===== src/rtl/tiled_controller_fsm.sv =====
// Tiled convolution layer controller.
// Walks output channel tiles, then rows, then columns. Each tile starts with a
// kernel load; each pixel is an input load followed by a fixed-length compute
// burst. Finished pixel tags travel through a PIPE_DELAY-deep pipeline that
// matches the datapath latency, and the layer ends once that pipeline drains.
module tiled_controller_fsm #(
  parameter int FEATURE_MAP_WIDTH  = 1024,
  parameter int FEATURE_MAP_HEIGHT = 1024,
  parameter int OUTPUT_NB_CHANNELS = 64,
  parameter int CH_PAR             = 6,
  parameter int KERNEL_BEATS       = 12,
  parameter int INPUT_BEATS        = 4,
  parameter int COMPUTE_CYCLES     = 6,
  parameter int PIPE_DELAY         = 2
) (
  input  logic                              clk,
  input  logic                              arst_n_in,
  input  logic                              start,
  output logic                              running,
  input  logic                              con_valid,
  output logic                              con_ready,
  output logic                              ctrl_kernel_we,
  output logic [$clog2(CH_PAR)-1:0]         ctrl_kernel_ch,
  output logic [$clog2(KERNEL_BEATS)-1:0]   ctrl_kernel_beat,
  output logic                              ctrl_input_we,
  output logic [$clog2(INPUT_BEATS)-1:0]    ctrl_input_beat,
  output logic                              ctrl_mac_en,
  output logic                              ctrl_acc_clear,
  output logic [$clog2(COMPUTE_CYCLES)-1:0] ctrl_compute_step,
  output logic                              output_valid,
  output logic [31:0]                       output_x,
  output logic [31:0]                       output_y,
  output logic [31:0]                       output_ch,
  output logic                              done
);

  localparam int KCH_W   = $clog2(CH_PAR);
  localparam int KB_W    = $clog2(KERNEL_BEATS);
  localparam int IB_W    = $clog2(INPUT_BEATS);
  localparam int CS_W    = $clog2(COMPUTE_CYCLES);
  localparam int NTILES  = OUTPUT_NB_CHANNELS / CH_PAR;
  localparam int TILE_W  = (NTILES > 1) ? $clog2(NTILES) : 1;

  localparam logic [KCH_W-1:0]  KCH_LAST  = KCH_W'(CH_PAR - 1);
  localparam logic [KB_W-1:0]   KB_LAST   = KB_W'(KERNEL_BEATS - 1);
  localparam logic [IB_W-1:0]   IB_LAST   = IB_W'(INPUT_BEATS - 1);
  localparam logic [CS_W-1:0]   CS_LAST   = CS_W'(COMPUTE_CYCLES - 1);
  localparam logic [TILE_W-1:0] TILE_LAST = TILE_W'(NTILES - 1);
  localparam logic [31:0]       X_LAST    = 32'(FEATURE_MAP_WIDTH - 1);
  localparam logic [31:0]       Y_LAST    = 32'(FEATURE_MAP_HEIGHT - 1);
  localparam logic [31:0]       CH_STEP   = 32'(CH_PAR);

  typedef enum logic [2:0] {
    IDLE,
    LOAD_K,
    LOAD_I,
    COMPUTE,
    DRAIN
  } state_t;

  state_t              state;
  logic [KCH_W-1:0]    kch_cnt;
  logic [KB_W-1:0]     kbeat_cnt;
  logic [IB_W-1:0]     ibeat_cnt;
  logic [CS_W-1:0]     step_cnt;
  logic [TILE_W-1:0]   tile_cnt;
  logic [31:0]         x_cnt;
  logic [31:0]         y_cnt;

  logic                    tag_push;
  logic [31:0]             tag_ch;
  logic [PIPE_DELAY-1:0]   pipe_v;
  logic [31:0]             pipe_x  [PIPE_DELAY];
  logic [31:0]             pipe_y  [PIPE_DELAY];
  logic [31:0]             pipe_ch [PIPE_DELAY];
  logic                    pipe_busy;

  assign tag_push  = (state == COMPUTE) && (step_cnt == CS_LAST);
  assign tag_ch    = 32'(tile_cnt) * CH_STEP;
  assign pipe_busy = |pipe_v;

  // Layer sequencing: state plus all loop counters.
  always_ff @(posedge clk or negedge arst_n_in) begin
    if (!arst_n_in) begin
      state     <= IDLE;
      kch_cnt   <= '0;
      kbeat_cnt <= '0;
      ibeat_cnt <= '0;
      step_cnt  <= '0;
      tile_cnt  <= '0;
      x_cnt     <= '0;
      y_cnt     <= '0;
    end else begin
      case (state)
        IDLE: begin
          if (start) begin
            state     <= LOAD_K;
            kch_cnt   <= '0;
            kbeat_cnt <= '0;
            ibeat_cnt <= '0;
            step_cnt  <= '0;
            tile_cnt  <= '0;
            x_cnt     <= '0;
            y_cnt     <= '0;
          end
        end
        LOAD_K: begin
          if (con_valid) begin
            if (kbeat_cnt == KB_LAST) begin
              kbeat_cnt <= '0;
              if (kch_cnt == KCH_LAST) begin
                kch_cnt <= '0;
                state   <= LOAD_I;
              end else begin
                kch_cnt <= kch_cnt + 1'b1;
              end
            end else begin
              kbeat_cnt <= kbeat_cnt + 1'b1;
            end
          end
        end
        LOAD_I: begin
          if (con_valid) begin
            if (ibeat_cnt == IB_LAST) begin
              ibeat_cnt <= '0;
              step_cnt  <= '0;
              state     <= COMPUTE;
            end else begin
              ibeat_cnt <= ibeat_cnt + 1'b1;
            end
          end
        end
        COMPUTE: begin
          if (step_cnt == CS_LAST) begin
            step_cnt <= '0;
            if (x_cnt == X_LAST) begin
              x_cnt <= '0;
              if (y_cnt == Y_LAST) begin
                y_cnt <= '0;
                if (tile_cnt == TILE_LAST) begin
                  tile_cnt <= '0;
                  state    <= DRAIN;
                end else begin
                  tile_cnt <= tile_cnt + 1'b1;
                  state    <= LOAD_K;
                end
              end else begin
                y_cnt <= y_cnt + 32'd1;
                state <= LOAD_I;
              end
            end else begin
              x_cnt <= x_cnt + 32'd1;
              state <= LOAD_I;
            end
          end else begin
            step_cnt <= step_cnt + 1'b1;
          end
        end
        DRAIN: begin
          if (!pipe_busy) begin
            state <= IDLE;
          end
        end
        default: state <= IDLE;
      endcase
    end
  end

  // First tag stage captures the pixel finishing its last compute cycle.
  always_ff @(posedge clk or negedge arst_n_in) begin
    if (!arst_n_in) begin
      pipe_v[0]  <= 1'b0;
      pipe_x[0]  <= '0;
      pipe_y[0]  <= '0;
      pipe_ch[0] <= '0;
    end else begin
      pipe_v[0] <= tag_push;
      if (tag_push) begin
        pipe_x[0]  <= x_cnt;
        pipe_y[0]  <= y_cnt;
        pipe_ch[0] <= tag_ch;
      end
    end
  end

  for (genvar g = 1; g < PIPE_DELAY; g++) begin : g_pipe
    // Remaining tag stages shift unconditionally to match datapath latency.
    always_ff @(posedge clk or negedge arst_n_in) begin
      if (!arst_n_in) begin
        pipe_v[g]  <= 1'b0;
        pipe_x[g]  <= '0;
        pipe_y[g]  <= '0;
        pipe_ch[g] <= '0;
      end else begin
        pipe_v[g]  <= pipe_v[g-1];
        pipe_x[g]  <= pipe_x[g-1];
        pipe_y[g]  <= pipe_y[g-1];
        pipe_ch[g] <= pipe_ch[g-1];
      end
    end
  end

  assign output_valid = pipe_v[PIPE_DELAY-1];
  assign output_x     = pipe_x[PIPE_DELAY-1];
  assign output_y     = pipe_y[PIPE_DELAY-1];
  assign output_ch    = pipe_ch[PIPE_DELAY-1];

  // Datapath controls decoded from state and counters; zero outside owning state.
  always_comb begin
    running           = (state != IDLE);
    con_ready         = 1'b0;
    ctrl_kernel_we    = 1'b0;
    ctrl_kernel_ch    = '0;
    ctrl_kernel_beat  = '0;
    ctrl_input_we     = 1'b0;
    ctrl_input_beat   = '0;
    ctrl_mac_en       = 1'b0;
    ctrl_acc_clear    = 1'b0;
    ctrl_compute_step = '0;
    done              = 1'b0;
    case (state)
      LOAD_K: begin
        con_ready        = 1'b1;
        ctrl_kernel_we   = con_valid;
        ctrl_kernel_ch   = kch_cnt;
        ctrl_kernel_beat = kbeat_cnt;
      end
      LOAD_I: begin
        con_ready       = 1'b1;
        ctrl_input_we   = con_valid;
        ctrl_input_beat = ibeat_cnt;
      end
      COMPUTE: begin
        ctrl_mac_en       = 1'b1;
        ctrl_acc_clear    = (step_cnt == '0);
        ctrl_compute_step = step_cnt;
      end
      DRAIN: begin
        done = !pipe_busy;
      end
      default: ;
    endcase
  end

endmodule


===== config.mk =====
export PLATFORM = sky130hd
export DESIGN_NAME = tiled_controller_fsm
export DESIGN_NICKNAME = d
export VERILOG_FILES = /design/src/rtl/tiled_controller_fsm.sv
export SDC_FILE = /design/constraint.sdc
export NUM_CORES = 1
export LEC_CHECK = 0
export CAP_MARGIN = 20
export CORE_ASPECT_RATIO = 1.25
export CORE_MARGIN = 2
export CORE_UTILIZATION = 50
export CTS_BUF_LIST = sky130_fd_sc_hd__clkbuf_8
export DETAILED_ROUTE_END_ITERATION = 8
export GPL_ROUTABILITY_DRIVEN = 0
export MAX_ROUTING_LAYER = met4
export PLACE_DENSITY = 0.69
export SLEW_MARGIN = 25
export SYNTH_ARGS = -nofsm -noshare
export SYNTH_HDL_FRONTEND = slang
export SYNTH_SLANG_ARGS = --single-unit

===== constraint.sdc =====
create_clock -name clk -period 2.75 [get_ports clk]
set_input_delay 0.275 -clock clk [delete_from_list [all_inputs] [get_ports clk]]
set_output_delay 0.275 -clock clk [all_outputs]
set_load 0.02 [all_outputs]

Word level (Yosys, flattened, before mapping) --
Index checks and enable logic that the tools add are counted. Widths: inputs -> output; s select.
Storage, ports and cells: register bits 225, bits in latches 0, memory bits (writable) 0, bits in read-only memories 0, input bits 4, output and inout bits 116, logic and storage cells 116, memories kept 0
Operators by class: $add $sub $neg 7, $mul 1, divide/modulo/power cells 0, magnitude comparators 0, eq/ne operators 21, shift-type cells 0, muxes and demuxes 52, bitwise operators 0, reductions and logical operators 19
Operators with widths (count):
- $mux 32 | 6
- $pmux 32 s2 | 2
- $add 32x1->32 const B | 2
- $eq 32x10->1 const B | 2
- $mux 3 | 20
- $mux 4 | 8
- $pmux 4 s2 | 2
- $pmux 3 s5 | 1
- $ne 2x2->1 const B | 7
- $reduce_and 4->1 | 3
- $eq 3x3->1 const B | 3
- $pmux 3 s3 | 1
- $reduce_and 3->1 | 3
- $add 4x1->4 const B | 2
- $eq 4x4->1 const B | 2
- $mux 2 | 4
- $reduce_and 8->1 | 1
- $add 3x1->3 const B | 2
- $eq 3x2->1 const B | 2
- $logic_not 3->1 | 2
- $mul 4x2->6 const B | 1
- $mux 1 | 6
- $ne 2x1->1 const B | 3
- $pmux 3 s2 | 1
- 10 further kinds | 14

Logic depth before layout (Yosys ltp) --
word-level depth 6, gate-level depth with buffers 9, mapped depth without buffers 7

Worst setup path before layout --
Ideal clock, no wire load.
path type reg-to-reg, start point reg x_cnt[0], end point reg y_cnt[3], library setup time 86 ps, data arrival time 1990 ps, required time 2664 ps, path slack 674 ps, stages on the path, launching flop included 8, path buffers 0, period minus slack after synthesis 2076 ps, path through dfrtp_1 ha_1 and4_2 nand2_1 nor3_4 nand2_1 or4_1 a32oi_1
Between the ends: cells in the longest elaborated chain, start to end 3
RTL lines:
- start: declaration | RTL line 67 | logic [31:0] x_cnt;
- start signal: assignment | RTL line 152 | x_cnt <= x_cnt + 32'd1;
- $eq 32x10->1 | RTL line 136 | if (x_cnt == X_LAST) begin
- $ne 2x1->1 (no line)
- $reduce_and 4->1 (no line)
- end signal: assignment | RTL line 148 | y_cnt <= y_cnt + 32'd1;
- end: declaration | RTL line 68 | logic [31:0] y_cnt;
No other way between the ends. A chain may end at the register's enable or synchronous reset.

Worst setup path in the final report --
start point reg state[2], end point out ctrl_compute_step[1]
Between the ends: cells in the longest elaborated chain, start to end 2
RTL lines:
- start: declaration | RTL line 61 | state_t state;
- start signal: assignment | RTL line 85 | state <= IDLE;
- start signal: assignment | RTL line 97 | state <= LOAD_K;
- start signal: assignment | RTL line 113 | state <= LOAD_I;
- $eq 3x2->1 | RTL line 221 | case (state)
- $mux 3 | RTL line 221
- end: declaration | RTL line 29 | output logic [$clog2(COMPUTE_CYCLES)-1:0] ctrl_compute_step,
No other way between the ends.

==> flow_summary_export.csv <==
group,metric,value,unit
status,run_status,"finished clean",
routing,finalWirelength,19.8,mm
critical_path,rr_endpoint,"y_cnt[26]",
timing,fin_worst_skew,0.0243,ns
floorplanning,die_area,21300,um^2
critical_path,cp.arrival,2.30,ns
clock_network,cts_root_buf,"clkbuf_8",
placement,placed_cell_area,10800,um^2
logic_synthesis,seq_area_frac_synth,55.9,%
pwr,intPower,6.05,mW
timing,rsz0062_at_grt,"false",
job,drv_cap,0,
finish,fin_nets,1080,
pwr,power.switching,2.66,mW
routing,via_count,7006,
routing,wire_per_inst,14.6,um
routing,vias_per_cell,5.15,
timing,final.setup.tns,0,ns
logic_synthesis,ys_ff_latch,225,
clock_network,cts_tree,"done",
routing,route.detailed.drc,0,
critical_path,slowest_stage,"clkdlybuf4s50_1",
critical_path,cp_slowest_stage_delay,0.60,ns
logic_synthesis,yosysTopAreaCell,"dfrtp_1",
clock_network,clockBufferDepth,3,
clock_network,clk_pin_slew_worst_paths,0.06,ns
logic_synthesis,yosys-top-cells-area,"dfrtp_1 56%, nand2_1 8.7%, buf_4 7.4%",
hold_path,hp-class,"in -> async",
finish,diodes,0,
pwr,combinationalPowerShare,20.7,%
timing,finalHoldViolations,0,
logic_synthesis,synth_cell_types,67,
clock_network,clkSinkCount,225,
timing,slew_headroom,52.5,%
logic_synthesis,syn_avg_cell_area,9.92,um^2
finish,stdcell_area,11500,um^2
pwr,seqPwrFrac,45.7,%
global_routing,grt_pass1_wl,33.4,mm
pwr,swShare,30.5,%
logic_synthesis,ys.flop_type,"dfrtp_1",
critical_path,start_kind,"flop",
routing,firstDrtPassIters,5,
timing,layout_min_cycle_time,2.57,ns
timing,setup_violations,0,
critical_path,cp_max_fo,10,
global_routing,grt_max_degree,95,
timing,fmax,388,MHz
pwr,ir_drop,0.458,mV
logic_synthesis,synth_area,10100,um^2
floorplanning,placementRows,58,
global_routing,overflow,0,
logic_synthesis,synth_top_area_share,55.9,%
logic_synthesis,async_flop_share,100,%
critical_path,reg2regPathDepth,8,
clock_network,h-tree-depth,2,
logic_synthesis,yosys_warnings,0,
timing,post-route-period-util,93.6,%
critical_path,r2r_slack,0.35,ns
timing,maxSlewViolCount,0,
floorplanning,start_util,50.4,%
critical_path,cp-startpoint,"state[2]",
routing,ant_nets,0,
floorplanning,die_h,163,um
logic_synthesis,syn_inst,1015,
critical_path,crit_chain,"nand3b_1 > inv_1 > and2_1 > clkdlybuf4s50_1",
floorplanning,coreArea,20000,um^2
pwr,power_density,755,nW/um^2
routing,drt_iter0_drc,376,
critical_path,path_class,"reg -> out",
floorplanning,ios,120,
floorplanning,die_w,131,um
finish,drive_gt1_share,9.54,%
global_routing,antenna_found_initial,0,
global_routing,first_global_vias,6851,
timing,worst_slew_pin_slew,0.712,ns
placement,portBuffers,93,
critical_path,cp.required,2.48,ns
critical_path,crit_path_end_kind,"output pin",
clock_network,numCtsBuffers,36,
global_routing,grt_use_total,20.1,%
critical_path,setup.worst_path.end,"ctrl_compute_step[1]",
clock_network,clock_latency,0.53,ns
logic_synthesis,synth_edf_count,0,
finish,syn2layout_area_growth,14.7,%
critical_path,reg2reg_from,"x_cnt[0]",
pwr,leakagePower,5.55,nW
pwr,clkPwrFrac,33.7,%
placement,dp_hpwl,13.3,mm
[worst min-delay path by stage]
| stage | startpoint | to | slack (ns) | cells past startpoint |
|---|---|---|---|---|
| floorplan | arst_n_in | ibeat_cnt[0] | -0.02 | 0 |
| global placement | arst_n_in | kbeat_cnt[1] | 0.36 | 1 |
| detailed placement | arst_n_in | kbeat_cnt[3] | 0.35 | 1 |
| CTS | arst_n_in | y_cnt[19] | 0.38 | 2 |
| global route | pipe_x[50] | output_x[18] | 0.39 | 0 |
| finish | arst_n_in | y_cnt[19] | 0.36 | 2 |
[layout by cell type (no fill, tap or decap), types with 3 or more instances in the layout]
cell	n
buf_12	3
xor2_1	12
nand3b_1	3
xnor2_1	16
and3_1	11
a31oi_1	7
clkdlybuf4s50_1	91
o21ai_1	10
o31ai_1	20
a21oi_1	28
dfrtp_1	223
nor2_1	63
nand3_1	29
nor4_1	12
nand4_1	18
a22o_1	4
o21ai_0	56
nand2b_1	6
nand2_1	232
clkbuf_8	47
or2_2	3
or3_1	6
ha_1	11
buf_4	25
nor3_1	13
o41ai_1	6
inv_1	28
and4_1	6
conb_1	26
and2_1	19
or4_1	3
[cell usage after synthesis (3+ instances only)]
cell / number
nand3b_1: 3
o21ai_1: 10
nand4_1: 18
nand3_1: 29
buf_4: 99
nor2_1: 63
o41ai_1: 6
or3_1: 6
buf_1: 3
inv_1: 18
o31ai_1: 20
and4_1: 6
a31oi_1: 7
nor3_1: 13
nand2_1: 232
buf_2: 8
clkbuf_1: 22
a22o_1: 4
o21ai_0: 56
xor2_1: 12
a21oi_1: 28
and3_1: 11
and2_1: 19
ha_1: 11
dfrtp_1: 225
nor4_1: 12
or4_1: 3
buf_6: 3
xnor2_1: 16
nand2b_1: 6
[stage by stage]
stage	utilization, %	cells	power, mW	hold WS [ns]	worst slack [ns]
after CTS	57.8	1360	8.83	0.375	0.124
after floorplan	-	1040	5.25	-0.0206	0.674
after detailed placement	53.9	1295	5.86	0.354	0.365
final	57.8	1360	8.71	0.363	0.175
after global routing	57.8	1360	9.21	0.385	0.0361
after global placement	53.9	1295	5.82	0.358	0.390
[cells by family after synthesis]
group,after synthesis,synth area share (%)
and+or+nand+nor,447,21.2
DFF,225,55.9
buffers and inverters,155,9.81
AOI/OAI and AO/OA,145,8.84
xor gates and xnor gates,28,2.44
adders and majority gates,12,1.57
muxes,2,0.211
other,1,0.0373
[power groups by stage]
stage,clock (mW),combinational (mW),sequential (mW)
after CTS,3.02,1.83,3.98
after floorplan,0,1.34,3.91
after detailed placement,0,1.82,4.03
after global placement,0,1.80,4.02
final,2.93,1.80,3.98
after global routing,3.16,2.01,4.03
[sequential cells by signal, summed over array words and instances, names as in the netlist]
name	flops
kch_cnt	3
x_cnt	32
output_y	32
pipe_ch	6
output_valid	1
output_x	32
step_cnt	3
pipe_y	32
y_cnt	32
tile_cnt	4
state	3
ibeat_cnt	2
kbeat_cnt	4
pipe_v	1
pipe_x	32
output_ch	6
[critical path, delay by kind of cell, from the launching register on]
| kind | cells | cell delay (ns) |
|---|---|---|
| buffers and inverters | 2 | 0.87 |
| AND/OR/NAND/NOR | 2 | 0.45 |
| flip-flops | 1 | 0.47 |
[per-layer routing]
metal | track usage, % | share of wire (%)
met1 | 25.1 | 43
met2 | 32.8 | 50
met3 | 3.65 | 4.3
met4 | 7.45 | 2.6
met5 | - | 0
[cell type report]
class                      count  area, um^2
multi-input combinational    660        3550
clock inverter                17         114
fill                        1768        8420
clock buffer                  47         647
inverter                      19        71.3
sequential                   225        5630
timing repair buffer         122        1190
tap                          270         338
[repair_timing]
| item | 4_1_cts | 5_1_grt |
|---|---|---|
| setup buffers | 0 | 0 |
| resized for setup | 4 | 0 |
| hold buffers | 1 | 0 |
| setup endpoints to repair | 4 | 0 |
| hold endpoints to repair | 88 | 0 |
Note: power is estimated with default switching activity, not from simulation.
